## src/rtl/stream_ctrl_mch.sv

```systemverilog
// Frame-aligned stream gate: opens/closes the multi-channel pixel stream only on whole-frame boundaries.
// Two-clock latency, no back-pressure; supports continuous and N-shot acquisition with a passed-frame counter.
module stream_ctrl_mch #(
  parameter int DATA_WIDTH  = 10,
  parameter int CHANNEL_NUM = 1,
  parameter int REG_WD      = 32
) (
  input  logic                              clk_sensor_pix,
  input  logic                              reset_sensor,
  input  logic                              i_fval,
  input  logic                              i_lval,
  input  logic [DATA_WIDTH*CHANNEL_NUM-1:0] iv_pix_data,
  input  logic                              i_stream_enable,
  input  logic                              i_acquisition_start,
  input  logic                              i_encrypt_state,
  input  logic [REG_WD-1:0]                 iv_frame_num,
  output logic                              o_fval,
  output logic                              o_lval,
  output logic [DATA_WIDTH*CHANNEL_NUM-1:0] ov_pix_data,
  output logic                              o_full_frame_state,
  output logic                              o_frame_done,
  output logic [REG_WD-1:0]                 ov_frame_cnt
);

  localparam int                PW    = DATA_WIDTH * CHANNEL_NUM;
  localparam logic [REG_WD-1:0] L_ONE = REG_WD'(1);

  typedef enum logic [1:0] {IDLE, PASS, SKIP} state_t;

  state_t            r_state;
  logic              r_fval_d;
  logic              r_lval_d;
  logic [PW-1:0]     r_data_d;
  logic              r_se_d;
  logic              r_continuous;
  logic [REG_WD-1:0] r_frames_left;
  logic              r_done_pend;

  logic w_enable;
  logic w_rise;
  logic w_fall;
  logic w_se_rise;
  logic w_in_pass;
  logic w_pass_ok;

  assign w_enable  = i_stream_enable & i_acquisition_start & i_encrypt_state;
  assign w_rise    = i_fval & ~r_fval_d;
  assign w_fall    = ~i_fval & r_fval_d;
  assign w_se_rise = i_stream_enable & ~r_se_d;
  assign w_in_pass = (r_state == PASS);
  assign w_pass_ok = w_enable & (r_continuous | (r_frames_left != '0));

  // fval_d resets high so a frame already in progress at reset release never looks like a rise.
  always_ff @(posedge clk_sensor_pix) begin
    if (reset_sensor) begin
      r_fval_d <= 1'b1;
      r_lval_d <= 1'b0;
      r_data_d <= '0;
    end else begin
      r_fval_d <= i_fval;
      r_lval_d <= i_lval;
      r_data_d <= iv_pix_data;
    end
  end

  // Frame budget: a zero load means continuous; a counted run that reaches zero stays exhausted.
  always_ff @(posedge clk_sensor_pix) begin
    if (reset_sensor) begin
      r_se_d        <= 1'b0;
      r_frames_left <= '0;
      r_continuous  <= 1'b1;
    end else begin
      r_se_d <= i_stream_enable;
      if (w_se_rise) begin
        r_frames_left <= iv_frame_num;
        r_continuous  <= (iv_frame_num == '0);
      end else if (w_in_pass && w_fall && !r_continuous && (r_frames_left != '0)) begin
        r_frames_left <= r_frames_left - L_ONE;
      end
    end
  end

  always_ff @(posedge clk_sensor_pix) begin
    if (reset_sensor) begin
      r_state            <= IDLE;
      r_done_pend        <= 1'b0;
      o_fval             <= 1'b0;
      o_lval             <= 1'b0;
      ov_pix_data        <= '0;
      o_full_frame_state <= 1'b0;
      o_frame_done       <= 1'b0;
      ov_frame_cnt       <= '0;
    end else begin
      case (r_state)
        IDLE:    if (w_rise) r_state <= w_pass_ok ? PASS : SKIP;
        PASS:    if (w_fall) r_state <= IDLE;
        SKIP:    if (w_fall) r_state <= IDLE;
        default: r_state <= IDLE;
      endcase

      // Delay the end-of-frame event one clock so it lines up with the first low o_fval.
      r_done_pend  <= w_in_pass & w_fall;
      o_frame_done <= r_done_pend;
      if (r_done_pend) ov_frame_cnt <= ov_frame_cnt + L_ONE;

      o_fval             <= r_fval_d & w_in_pass;
      o_lval             <= r_lval_d & r_fval_d & w_in_pass;
      ov_pix_data        <= (r_lval_d & r_fval_d & w_in_pass) ? r_data_d : '0;
      o_full_frame_state <= w_in_pass;
    end
  end

endmodule

```

## config.mk

```make
export PLATFORM = sky130hd
export DESIGN_NAME = stream_ctrl_mch
export DESIGN_NICKNAME = d
export VERILOG_FILES = /design/src/rtl/stream_ctrl_mch.sv
export SDC_FILE = /design/constraint.sdc
export NUM_CORES = 1
export LEC_CHECK = 0
export ABC_AREA = 1
export CAP_MARGIN = 20
export CORE_ASPECT_RATIO = 1.75
export CORE_MARGIN = 1
export CORE_UTILIZATION = 40
export DETAILED_ROUTE_END_ITERATION = 8
export GPL_ROUTABILITY_DRIVEN = 1
export PLACE_DENSITY_LB_ADDON = 0.15
export SETUP_SLACK_MARGIN = 0.5
export SYNTH_ARGS = -nofsm -noshare
export SYNTH_HDL_FRONTEND = slang
export SYNTH_SLANG_ARGS = --single-unit
```

## constraint.sdc

```tcl
create_clock -name clk_sensor_pix -period 2.25 [get_ports clk_sensor_pix]
set_input_delay 0.45 -clock clk_sensor_pix [delete_from_list [all_inputs] [get_ports clk_sensor_pix]]
set_output_delay 0.45 -clock clk_sensor_pix [all_outputs]
set_load 0.005 [all_outputs]
```

== Word level (Yosys, flattened, before mapping) ==
Index checks and enable logic that the tools add are counted.

* RAM bits: 0
* Memory bits (read-only): 0
* Input bits: 49
* Output and inout bits: 46
* Word-level logic and storage cells: 52
* Bits in latches: 0
* Memories: 0
* Register bits: 95

* $lt $le $gt $ge: 0
* Multiplexer cells: 6
* Add/sub/neg operators: 2
* Bitwise operators: 15
* Multiply operators: 0
* Divide/modulo/power cells: 0
* Shift operators: 0
* Reduce and logical (&&, ||, !) cells: 11
* Eq/ne operators: 4

{| class="wikitable"
|+ Operator list
! operator !! number
|-
| $mux W32 || 2
|-
| $add A32 B1 Y32 const B || 1
|-
| $logic_not A32 Y1 || 1
|-
| $reduce_bool A32 Y1 || 1
|-
| $sub A32 B1 Y32 const B || 1
|-
| $and A1 B1 Y1 || 10
|-
| $mux W2 || 3
|-
| $not A1 Y1 || 4
|-
| $pmux W2 S2 || 1
|-
| $reduce_or A2 Y1 || 2
|-
| $logic_and A1 B1 Y1 || 3
|-
| $eq A2 B1 Y1 const B || 1
|-
| $eq A2 B2 Y1 const B || 1
|-
| $logic_not A2 Y1 || 1
|-
| $ne A2 B1 Y1 const B || 1
|-
| $ne A2 B2 Y1 const B || 1
|-
| $reduce_and A2 Y1 || 1
|-
| $reduce_bool A2 Y1 || 1
|-
| $logic_not A1 Y1 || 1
|-
| $or A1 B1 Y1 || 1
|}

== Logic depth before layout (Yosys ltp) ==
* Depth after elaboration: 7
* Mapped depth: 13
* Depth with buffers taken out: 12

== Least setup slack after synthesis ==
Ideal clock, no wire load.

* Path kind: reg2reg
* From: reg r_frames_left[0]
* To: reg r_frames_left[14]
* Path buffers: 2
* Required time: 2118 ps
* Arrival time: 1554 ps
* Setup slack: 563 ps
* Library setup time: 132 ps
* Period minus slack after synthesis: 1687 ps
* Stages on the path, launching flop included: 14
* Path through: dfxtp_1 > inv_1 > ha_1 > nand2_1 > nor2_4 > nand2_2 > inv_2 > nand2_4 > nand2_4 > nand2_4 > buf_6 > buf_6 > nand2_1 > a21oi_1

* Word-level cells in the longest chain between the ends: 3
* Elaborated cells on any way between the ends: 6
* Those cells by class: add/sub (1); mux (2); reduce/logical (3)

{| class="wikitable"
|+ RTL lines
! what !! line !! text
|-
| from (decl) || 36 || <nowiki>logic [REG_WD-1:0] r_frames_left;</nowiki>
|-
| from (signal assigned) || 75 || <nowiki>r_frames_left <= iv_frame_num;</nowiki>
|-
| from (signal assigned) || 78 || <nowiki>r_frames_left <= r_frames_left - L_ONE;</nowiki>
|-
| $sub A32 B1 Y32 or $reduce_bool A32 Y1 (tied branches) || 78, 77 ||
|-
| $mux W32 or $logic_and A1 B1 Y1 (tied branches) || 77 || <nowiki>end else if (w_in_pass && w_fall && !r_continuous && (r_frames_left != '0)) begin</nowiki>
|-
| $mux W32 or $reduce_bool A2 Y1 (tied branches) || n/a ||
|}

Several ways; a longest one is shown, not always the timed one. The select of a mux whose other input is x is not followed.
A chain may end at the register's enable or synchronous reset.

== Final worst setup path ==
* From: reg ov_frame_cnt[13]
* To: out ov_frame_cnt[13]

{| class="wikitable"
|+ RTL lines
! what !! line !! text
|-
| from (decl) || 22 || <nowiki>output logic [REG_WD-1:0] ov_frame_cnt</nowiki>
|-
| from (signal assigned) || 104 || <nowiki>if (r_done_pend) ov_frame_cnt <= ov_frame_cnt + L_ONE;</nowiki>
|}

No word-level cell between the ends.

==> results.ini <==
[yosys]
netlist_instances=831
synth_area_sq_um=5176
synth_warnings=0
synthTopCellsByCount=237 x nand2_1, 160 x nor2_1, 96 x inv_1, 95 x dfxtp_1, 60 x nand3_1
ys.flop_type=dfxtp_1
ys_ff_latch=95
synthArstFlopShare_pct=0
synth.area.top_cells=dfxtp_1 37%, nand2_1 17%, nor2_1 12%
ys_seq_area_share_pct=36.74
synth-edff-count=0
yosysTopAreaCellShare_pct=36.74
syn_avg_cell_area_sq_um=6.229
yosysUniqueCellTypes=35
synth_fp_nets=884
yosys.cell_count.top_type=nand2_1
synth.largest_area_cell=dfxtp_1

[power_and_ir_drop]
combPwrFrac_pct=21.9
leakagePower_nw=2.916
p_per_area_nw_per_um2=608.7
pwr-share-seq_pct=42.1
sw_frac_of_total_pct=32.52
peakVddDrop_uv=359.9
intPower_mw=2.889
clockPowerShare_pct=36.1
p_switching_mw=1.392

[clock_network]
clk-insertion-delay-late_ns=0.35
htreeDepth=3
numCtsBuffers=9
cts_tree=built
cts.clk_slew.worst_paths_ns=0.08
holdBufCountCts=0
clock_sinks=95
cts-root-buf=clkbuf_16
cts.path.max_buffers=2

[grt]
grt_pass1_vias=5380
grtUsageTotal_pct=23.97
antenna_found_initial=0
grt_pass1_wl_um=24770
grt_overflow=0
grt_max_degree=38

[setup_path]
endpoint_kind=primary output
worstReg2RegStart=r_frames_left[7]
slowest_delay_ns=0.53
cp_slowest_cell=clkdlybuf4s50_1
required_ns=1.80
cp_max_fo=4
ff2ff_setup_slack_ns=0.59
cp.arrival_ns=1.27
crit_chain=clkdlybuf4s50_1
crit_family=buffers and inverters
crit_type=flop to primary output
path_buf_inv=1
cp-startpoint=ov_frame_cnt[13]
cp-start-kind=flop

[min_path]
hold_class=input port to flop
hp-start=reset_sensor

[final_layout]
diodes=0
fill_cells=1273
area_delta_synth_final_pct=35.87
stdcell_area_sq_um=7033
utilization_pct=55.96
nNetsFinal=996
drive_gt1_share_pct=14.14
fin_cells=1116

[drt]
via_per_inst=4.987
vias=5566
drc=0
wl_met2_um=8815
drt-met1-wl_um=5858
drt_iter0_markers=171
wl_per_cell_um=14.29
dr.pass1.iters=5
drt_wl_total_um=15950
wl_met3_um=505
drtAntennaViolNets=0
top_layer=met4

[timing]
slew_violations=0
tns_ns=0
slew_headroom_pct=71.22
min_period_over_period_pct=76.52
hold_violations=0
max_freq_mhz=580.8
worst_pin_slew_ns=0.4317
rsz0062_at_grt=yes
min_period_ns=1.722
whs_ns=0.3860
setup_viol=0
fin_worst_skew_ns=0.007594

[floorplan]
die_area_sq_um=13420
io_pins=95
initial_core_util_pct=41.19
row_count=54
core_area_sq_um=12570
die_y_um=152.5
die_width_um=87.99

[placement]
portBuffers=94
placed_cell_area_sq_um=6336
dp_hpwl_um=11640
routabilityCongestion=0.8856
dp.cells=1086

[run_status]
status=finished, final reports clean

[flow_run]
max-cap-violations=0

[worst paths after layout]
check	cells past startpoint	to
min	2	r_state[0]
max reg2reg	11	r_frames_left[14]
max	1	ov_frame_cnt[13]
min reg2reg	2	ov_pix_data[1]
[what timing repair did]
action                                  CTS  global route
buffers inserted                          4             7
endpoints found under the setup margin   56            58
cloned                                    0             3
pin swaps                                 3             7
resized for setup                        32            60
[registers in the layout, summed over array words and instances, names as in the netlist]
register,flops
r_done_pend,1
o_full_frame_state,1
ov_frame_cnt,32
r_continuous,1
ov_pix_data,10
r_se_d,1
o_lval,1
r_data_d,10
r_frames_left,32
r_lval_d,1
o_frame_done,1
r_fval_d,1
o_fval,1
r_state,2
[area by class of cell]
type / instances / area [sq um] / area share, %
Tap cell: 168 / 210.2 / 2.989
Clock inverter: 7 / 68.82 / 0.9785
Timing Repair Buffer: 120 / 1177 / 16.74
Clock buffer: 9 / 225.2 / 3.202
Multi-Input combinational cell: 617 / 3019 / 42.93
Sequential cell: 95 / 1936 / 27.52
Timing Repair inverter: 1 / 8.758 / 0.1245
Inverter: 99 / 387.9 / 5.515
[cell usage in the layout (no fill, tap or decap), drive strengths merged, types with 4 or more instances in the layout]
master and count:
nand3b 6, nand2 244, nand4 11, buf 27, o21ai 26, clkdlybuf4s50 92, dfxtp 95, xnor2 5
nor2 165, a21oi 46, clkbuf 9, nor4 6, nand3 61, xor2 8, nor3b 4, nor3 20
inv 104, ha 4
[cells by family after synthesis]
logic type / count (synthesis) / share of synthesized area, %
compound gates: 80 / 8.243
simple gates: 518 / 42.37
xor+xnor: 13 / 2.200
flops: 95 / 36.74
buf+inv: 121 / 9.475
fa+ha+maj: 4 / 0.9669
[metrics by stage]
stage	setup WS, ns	total power [mW]
after global placement	0.1364	2.678
after floorplan	0.5635	2.384
after detailed placement	0.1068	2.679
after CTS	0.4933	4.242
after global routing	0.4330	4.501
final	0.5282	4.281
[layer usage]
layer	vias to the layer above	GRT usage, %
met5	-	0
met4	0	14.29
met3	45	2.871
met2	132	45.40
met1	2546	23.74
li1	2843	-
[power by group through the flow]
| stage | Combinational [mW] | Sequential (mW) | Clock (mW) |
|---|---|---|---|
| after global routing | 1.05 | 1.81 | 1.64 |
| after floorplan | 0.568 | 1.82 | 0 |
| after global placement | 0.845 | 1.83 | 0 |
| after CTS | 0.872 | 1.79 | 1.58 |
| final | 0.936 | 1.80 | 1.54 |
| after detailed placement | 0.847 | 1.83 | 0 |
Note: power is estimated with default switching activity, not from simulation.
